--- config.mk ---
export PLATFORM = sky130hd
export DESIGN_NAME = uart_tx_arbiter
export DESIGN_NICKNAME = d
export VERILOG_FILES = /design/src/rtl/uart_pkg.sv /design/src/rtl/uart_rr_pick.sv /design/src/rtl/uart_tx_arbiter.sv
export SDC_FILE = /design/constraint.sdc
export NUM_CORES = 1
export LEC_CHECK = 0
export ABC_AREA = 1
export CAP_MARGIN = 20
export CORE_AREA = 2 2 59 61
export CTS_BUF_LIST = sky130_fd_sc_hd__clkbuf_8
export DETAILED_ROUTE_END_ITERATION = 8
export DIE_AREA = 0 0 61 63
export GPL_TIMING_DRIVEN = 1
export PLACE_DENSITY = 0.94
export SLEW_MARGIN = 20
export SYNTH_ARGS = -nofsm -noshare
export SYNTH_HDL_FRONTEND = slang
export SYNTH_SLANG_ARGS = --single-unit
--- constraint.sdc ---
create_clock -name clk -period 4.45 [get_ports clk]
set_input_delay 0.6675 -clock clk [delete_from_list [all_inputs] [get_ports clk]]
set_output_delay 0.6675 -clock clk [all_outputs]
set_load 0.005 [all_outputs]
--- src/rtl/uart_pkg.sv ---
// Shared UART definitions: arbiter state encoding, default character width and
// the LOG2_CEIL sizing helper used for index and counter widths.
package uart_pkg;

    localparam int UART_BITS = 8;

    typedef enum logic [1:0] {
        IDLE      = 2'd0,
        SEND      = 2'd1,
        WAIT_ACK  = 2'd2,
        WAIT_DONE = 2'd3
    } arb_state_t;

    // Smallest width able to index n items, never less than one bit.
    function automatic int LOG2_CEIL(input int n);
        int r;
        r = 1;
        for (int i = 1; i < 16; i++) begin
            if ((1 << i) < n) begin
                r = i + 1;
            end
        end
        return r;
    endfunction

endpackage

--- src/rtl/uart_rr_pick.sv ---
// Combinational round-robin winner search: scans upward from last_grant+1,
// wrapping modulo NREQ, and reports the first valid requester.
module uart_rr_pick
    import uart_pkg::*;
#(
    parameter int NREQ = 2,
    parameter int GW   = LOG2_CEIL(NREQ)
) (
    input  logic [NREQ-1:0] req_valid,
    input  logic [GW-1:0]   last_grant,
    output logic [GW-1:0]   winner,
    output logic            any_valid
);

    logic [GW-1:0]   cand_idx [NREQ];
    logic [NREQ-1:0] cand_hit;

    // cand_idx[k] is the requester examined k+1 places after the last winner.
    generate
        for (genvar gi = 0; gi < NREQ; gi++) begin : g_cand
            assign cand_idx[gi] = GW'((int'(last_grant) + gi + 1) % NREQ);
            assign cand_hit[gi] = req_valid[cand_idx[gi]];
        end
    endgenerate

    always_comb begin
        winner    = '0;
        any_valid = 1'b0;
        for (int k = NREQ - 1; k >= 0; k--) begin
            if (cand_hit[k]) begin
                winner    = cand_idx[k];
                any_valid = 1'b1;
            end
        end
    end

endmodule

--- src/rtl/uart_tx_arbiter.sv ---
// Round-robin sharing of one UART Tx unit among NREQ word producers, MSB byte first.
// Optional trailing XOR checksum byte when UART_TX_ARB_CHECKSUM_EN is defined.
module uart_tx_arbiter
    import uart_pkg::*;
#(
    parameter  int NREQ       = 2,
    parameter  int BITS       = UART_BITS,
    parameter  int WORD_WIDTH = 16,
    localparam int NPARTS     = WORD_WIDTH / BITS,
    localparam int GW         = LOG2_CEIL(NREQ)
) (
    input  logic                       clk,
    input  logic                       rst,
    input  logic [NREQ-1:0]            req_valid,
    input  logic [NREQ*WORD_WIDTH-1:0] req_data,
    output logic [NREQ-1:0]            req_ready,
    input  logic                       BaudTick,
    input  logic                       Busy,
    output logic                       TxD_start,
    output logic [BITS-1:0]            TxD_data,
    output logic [GW-1:0]              grant_id,
    output logic                       active
);

`ifdef UART_TX_ARB_CHECKSUM_EN
    localparam int LAST_PART = NPARTS;
`else
    localparam int LAST_PART = NPARTS - 1;
`endif
    localparam int PW = LOG2_CEIL(LAST_PART + 1);

    arb_state_t             state_reg;
    logic [WORD_WIDTH-1:0]  word_reg;
    logic [PW-1:0]          part_cnt_reg;
    logic [GW-1:0]          last_grant_reg;
    logic [GW-1:0]          grant_id_reg;
    logic [NREQ-1:0]        req_ready_reg;
    logic                   active_reg;
    logic                   txd_start_reg;
    logic [BITS-1:0]        txd_data_reg;

    logic [GW-1:0]          pick_winner;
    logic                   pick_any;
    logic [WORD_WIDTH-1:0]  req_word [NREQ];
    logic [WORD_WIDTH-1:0]  win_word;
    logic [NREQ-1:0]        win_onehot;
    logic [WORD_WIDTH-1:0]  word_shift;
    logic [BITS-1:0]        next_byte;
    logic                   last_part;

    uart_rr_pick #(
        .NREQ (NREQ),
        .GW   (GW)
    ) u_pick (
        .req_valid  (req_valid),
        .last_grant (last_grant_reg),
        .winner     (pick_winner),
        .any_valid  (pick_any)
    );

    generate
        for (genvar gi = 0; gi < NREQ; gi++) begin : g_req
            assign req_word[gi]   = req_data[gi*WORD_WIDTH +: WORD_WIDTH];
            assign win_onehot[gi] = (pick_winner == GW'(gi));
        end
    endgenerate

    assign win_word   = req_word[pick_winner];
    assign word_shift = word_reg << BITS;
    assign last_part  = (part_cnt_reg == PW'(LAST_PART));

`ifdef UART_TX_ARB_CHECKSUM_EN
    logic [BITS-1:0] chk_reg;
    logic [BITS-1:0] win_xor [NPARTS+1];

    // XOR of every byte of the word about to be granted, latched with it.
    assign win_xor[0] = '0;
    generate
        for (genvar gi = 0; gi < NPARTS; gi++) begin : g_xor
            assign win_xor[gi+1] = win_xor[gi] ^ win_word[gi*BITS +: BITS];
        end
    endgenerate

    assign next_byte = (part_cnt_reg == PW'(NPARTS - 1)) ? chk_reg
                                                          : word_shift[WORD_WIDTH-1 -: BITS];
`else
    assign next_byte = word_shift[WORD_WIDTH-1 -: BITS];
`endif

    always_ff @(posedge clk) begin
        if (rst) begin
            state_reg      <= IDLE;
            word_reg       <= '0;
            part_cnt_reg   <= '0;
            last_grant_reg <= GW'(NREQ - 1);
            grant_id_reg   <= '0;
            req_ready_reg  <= '0;
            active_reg     <= 1'b0;
            txd_start_reg  <= 1'b0;
            txd_data_reg   <= '0;
`ifdef UART_TX_ARB_CHECKSUM_EN
            chk_reg        <= '0;
`endif
        end else begin
            req_ready_reg <= '0;
            unique case (state_reg)
                IDLE: begin
                    if (pick_any) begin
                        word_reg       <= win_word;
                        grant_id_reg   <= pick_winner;
                        last_grant_reg <= pick_winner;
                        part_cnt_reg   <= '0;
                        active_reg     <= 1'b1;
                        req_ready_reg  <= win_onehot;
                        txd_data_reg   <= win_word[WORD_WIDTH-1 -: BITS];
`ifdef UART_TX_ARB_CHECKSUM_EN
                        chk_reg        <= win_xor[NPARTS];
`endif
                        state_reg      <= SEND;
                    end
                end
                SEND: begin
                    if (!Busy && BaudTick) begin
                        txd_start_reg <= 1'b1;
                        state_reg     <= WAIT_ACK;
                    end
                end
                WAIT_ACK: begin
                    // Start stays up until the Tx unit acknowledges by going busy.
                    if (Busy) begin
                        txd_start_reg <= 1'b0;
                        state_reg     <= WAIT_DONE;
                    end
                end
                WAIT_DONE: begin
                    if (!Busy) begin
                        word_reg     <= word_shift;
                        part_cnt_reg <= part_cnt_reg + PW'(1);
                        if (last_part) begin
                            active_reg <= 1'b0;
                            state_reg  <= IDLE;
                        end else begin
                            txd_data_reg <= next_byte;
                            state_reg    <= SEND;
                        end
                    end
                end
                default: begin
                    state_reg <= IDLE;
                end
            endcase
        end
    end

    assign req_ready = req_ready_reg;
    assign grant_id  = grant_id_reg;
    assign active    = active_reg;
    assign TxD_start = txd_start_reg;
    assign TxD_data  = txd_data_reg;

endmodule
# After elaboration in Yosys (flattened, before gate mapping)

Cells that the tools add are included.
Widths: inputs -> output; s select.

Multiplexer cells: 34
Add/sub/neg operators: 3
Reduce and logical (&&, ||, !) cells: 12
Magnitude comparators: 3
Equal/unequal tests: 9
Bitwise operators: 4

Operator list:

| kind                | number |
|---|---|
| $mux 16             | 3 |
| $mux 8              | 5 |
| $pmux 8 s2          | 2 |
| $mux 1              | 16 |
| $ne 2x2->1 const B  | 6 |
| $reduce_and 4->1    | 3 |
| $mux 2              | 4 |
| $pmux 2 s4          | 1 |
| $pmux 1 s2          | 3 |
| $reduce_and 3->1    | 2 |
| $eq 2x2->1 const B  | 2 |
| $lt 1x2->1 const B  | 2 |
| $reduce_bool 2->1   | 2 |
| $add 1x1->1 const B | 3 |
| $not 1->1           | 3 |
| $reduce_or 3->1     | 1 |
| $eq 2x1->1 const B  | 1 |
| $ge 2x2->1 const B  | 1 |
| $logic_not 2->1     | 1 |
| $not 1->2           | 1 |
| $reduce_and 2->1    | 1 |
| $logic_and 1x1->1   | 1 |
| $logic_not 1->1     | 1 |

Register bits after elaboration: 25
Input port bits: 38
Logic and storage cells: 74
Output and inout bits: 13

# Logic depth before layout (Yosys ltp)

Depth after elaboration: 12
Depth in mapped cells: 10
Mapped depth without buffers: 9

# Modules after synthesis

A second synthesis with hierarchy kept.

Cells, all modules: 245
Area total of the unflattened synthesis: 1488.9 µm²

Modules (own cells, without submodules):

| module          | area an instance (µm²) | sequential area each (µm²) | cells an instance | instances |
|---|---|---|---|---|
| uart_tx_arbiter | 1473.9                 | 500.5                      | 242               | 1 |
| uart_rr_pick    | 15.0                   | 0.0                        | 3                 | 1 |

# Worst setup path before layout

Ideal clock, no wire load.

Kind: in2reg
Start point: in req_valid[1]
End point: reg word_reg[7]
Data required time: 4.337 ns
Path buffers: 2
Arrival time: 1.434 ns
Stages: 8
Library setup time: 0.113 ns
Setup slack: 2.903 ns
Cell sequence: buf_4 > inv_2 > nand4_4 > nand3_4 > buf_6 > nand2_1 > nand2_1 > nor2_1

Longest elaborated chain between the ends: 10
Elaborated cells on any way between the ends: 16
Those cells by class: eq/ne (1); mux (13); bitwise (1); reduce/logical (1)

Ends and longest elaborated chain:

| element                                     | line                   | RTL |
|---|---|---|
| start, declared                             | uart_tx_arbiter.sv:14  | `input logic [NREQ-1:0] req_valid,` |
| $mux 1 (implied by the code) (2 in series)  | uart_rr_pick.sv:22     | `assign cand_hit[gi] = req_valid[cand_idx[gi]];` |
| $mux 1 (2 in series)                        | uart_rr_pick.sv:30     | `if (cand_hit[k]) begin` |
| $not 1->2 (implied by the code)             | uart_tx_arbiter.sv:68  | `assign win_word = req_word[pick_winner];` |
| $mux 16 (implied by the code) (3 in series) | uart_tx_arbiter.sv:68  |  |
| $mux 8                                      | uart_tx_arbiter.sv:108 | `if (pick_any) begin` |
| $pmux 8 s2                                  | uart_tx_arbiter.sv:106 | `unique case (state_reg)` |
| end signal, assigned                        | uart_tx_arbiter.sv:109 | `word_reg <= win_word;` |
| end signal, assigned                        | uart_tx_arbiter.sv:137 | `word_reg <= word_shift;` |
| end, declared                               | uart_tx_arbiter.sv:33  | `logic [WORD_WIDTH-1:0] word_reg;` |

Parallel ways exist; a longest one is shown, timed or not. The select of a mux whose other input is x is not followed.
A chain may end at the register's enable or synchronous reset.

# Worst setup path after layout

Start point: in req_valid[1]
End point: reg word_reg[4]

Same word-level chain as after synthesis.

==> metrics.txt <==
Post CTS Setup Buffer Count 0; global router's overall resource usage 20.58%; initial antenna violation count 0; final core occ 65.31%; starting density of the core 48.86%; launching element type of the critical path primary input; crit path setup slack, layout 2.442 ns; final worst path period share 45.11%; data required time of the critical path 4.66 ns; Setup violations, final 0; number of optimization iterations in the first detailed-route pass 5; WL met3 190 microns; number of instances in the synthesized netlist 242; vias in the first global route 1470; number of inserted diodes 0; synthesized area per cell 6.525 sq um; maximum ir drop on the vdd rail 0.2446 mV; cell class contributing the biggest share of worst-path delay buffers and inverters; Via density 4.745; dominant register cell in the synthesized netlist dfxtp_1; critical path's largest stage delay 0.79 ns; vias after detailed routing 1580; CTS sink count 25; result of the run finished, final reports clean; cell at the root of the clock tree clkbuf_8; TritonCTS buffer count 3; post_cts resized 0; core region area 3232 sq um; post-synth net total 286; total wire length 3715 microns; kind of end point of the critical path flop; num ports 51; Post-synth EDFFs 0; largest net degree at the start of global routing 23; Max-Cap Viols 0; y dimension of the die 63 microns; final slew viol count 0; unrepaired setup endpoints after global routing no; average routed wire per standard cell 11.16 microns; Congestion Overflow GR 0; # placed instances 329; data arrival at the endpoint of the critical path 2.22 ns; number of buffers inserted by hold repair at cts 0; overall die width 61 microns; Cell Chain, Critical Path clkdlybuf4s50_1, inv_2, nand4_4, nand3_4, nand2_1, nand2_1, nor2_1; deepest clock path buffer count 2; remaining antenna violation count after routing 0; uppermost metal layer occupied by signal nets met4; slowest cell on the critical path clkdlybuf4s50_1; Max H-tree Level 1; Synth async-reset ratio 0%; number of standard cells in the layout, taps in and fillers out 333; tightest slew margin relative to the limit 54.21%; kind of critical path in2reg; CTS tree yes; clock period minus worst slack 2.008 ns; count of unique library cells instantiated by Yosys 23; TNS Setup 0 ns; library cell appearing most often on the critical path nand2_1; total routed wire length on the met1 layer 1593 microns; most common library cell in the layout ignoring fill and taps nand2_1; clock transition at the registers of the reported paths 0.09 ns; layout overhead on the synthesized area 33.68%; Final Total Pwr 1065 uW; post-placement worst setup slack 2.174 ns; slew at the pin with the worst max-slew slack 0.6861 ns; power per standard cell area 504.4 nW/um^2; share of the yosys chip area belonging to registers 31.70%; Critical Path Fanout Max 19; first-pass GRT wire length 6106 microns; Yosys Warn Count 0; highest-count cells in the layout ignoring fill and taps nand2_1 (70), clkdlybuf4s50_1 (50), nor2_1 (37); clock network latency to the later pin of the worst-skew pair 0.27 ns; post-route DRC violation count 0; Final GP Congestion 0.8619; initial detailed-routing violation count 84; Tightest Hold Check Type reg2reg; die area 3843 sq um; Critical path buffers and inverters 2; synthesized cell area 1579 sq um; number of register bits inferred by synthesis 25; Static Leak 0.001002 uW; placement row count 21; fraction of final layout cells sized beyond drive strength 1 5.226%; number of endpoints with negative hold slack in the final report 0; number of filler cells placed in the layout 294; net count reported at finish 332; clock skew 0.002213 ns; count of buffers from port buffering 50; estimated wirelength of the detail-placed design 2805 microns; peak clock frequency supported by timing 498.1 MHz; routed wire length on met2 1857 microns
[report_power, final]
part | total, uW | leakage (uW) | internal (uW) | switching [uW]
clock | 134 | 0.0000269 | 61.9 | 71.9
sequential | 346 | 0.000207 | 305 | 41.4
combinational | 584 | 0.000767 | 254 | 331
total | 1060 | 0.00100 | 620 | 444
[layer usage]
metal | up-vias | global-route usage, %
li1 | 826 | -
met5 | - | 0
met3 | 7 | 3.520
met1 | 699 | 24.91
met4 | 0 | 8.424
met2 | 48 | 34.81
[cell usage after synthesis (all sizes together), types with 4 or more instances]
cell,n,area [sq um]
buf,5,52.55
a21oi,12,60.06
nor2,37,138.9
nand4,4,40.04
ha,6,75.07
nand3b,8,60.06
inv,38,142.6
clkbuf,4,18.77
o21ai,9,45.04
nand3,16,105.1
dfxtp,25,500.5
nand2,75,312.8
[kinds of logic after synthesis]
family | after synthesis | synth area share (%)
simple gates | 141 | 41.92
buf+inv | 47 | 13.55
flops | 25 | 31.70
compound gates | 23 | 8.082
fa+ha+maj | 6 | 4.754
[path summary, 6_finish.rpt]
kind / slack (ns) / end / cells past startpoint / start
setup / recovery: 2.44 / word_reg[4]$_SDFFE_PP0P_ / 7 / req_valid[1]
hold reg to reg: 0.45 / TxD_start$_SDFFE_PP0P_ / 2 / TxD_start$_SDFFE_PP0P_
setup reg to reg: 2.73 / TxD_data[7]$_SDFFE_PP0P_ / 6 / state_reg[0]$_SDFFE_PP0P_
hold / removal: 0.45 / TxD_start$_SDFFE_PP0P_ / 2 / TxD_start$_SDFFE_PP0P_
[tightest hold or removal path, delay by kind of cell (launching register included)]
kind,cells,cell delay (ns)
flip-flops,1,0.32
buffers and inverters,1,0.04
AO/OA/AOI/OAI,1,0.05
[final cells by class]
class	count	area (sq um)	area share [%]
clock buffers	3	41.29	1.956
clock inverters	1	3.754	0.1778
inverters	38	142.6	6.758
multi-input cells	170	864.6	40.96
flip-flops and latches	25	500.5	23.71
well taps	46	57.56	2.727
repair buffers	50	500.5	23.71
[through the flow]
step	instance area, sq um	hold slack, ns
floorplan	1579	0.4418
global placement	2066	0.4359
detailed placement	2066	0.4362
CTS	2111	0.4488
global route	2111	0.4736
finish	2111	0.4488
Note: power is estimated with default switching activity, not from simulation.
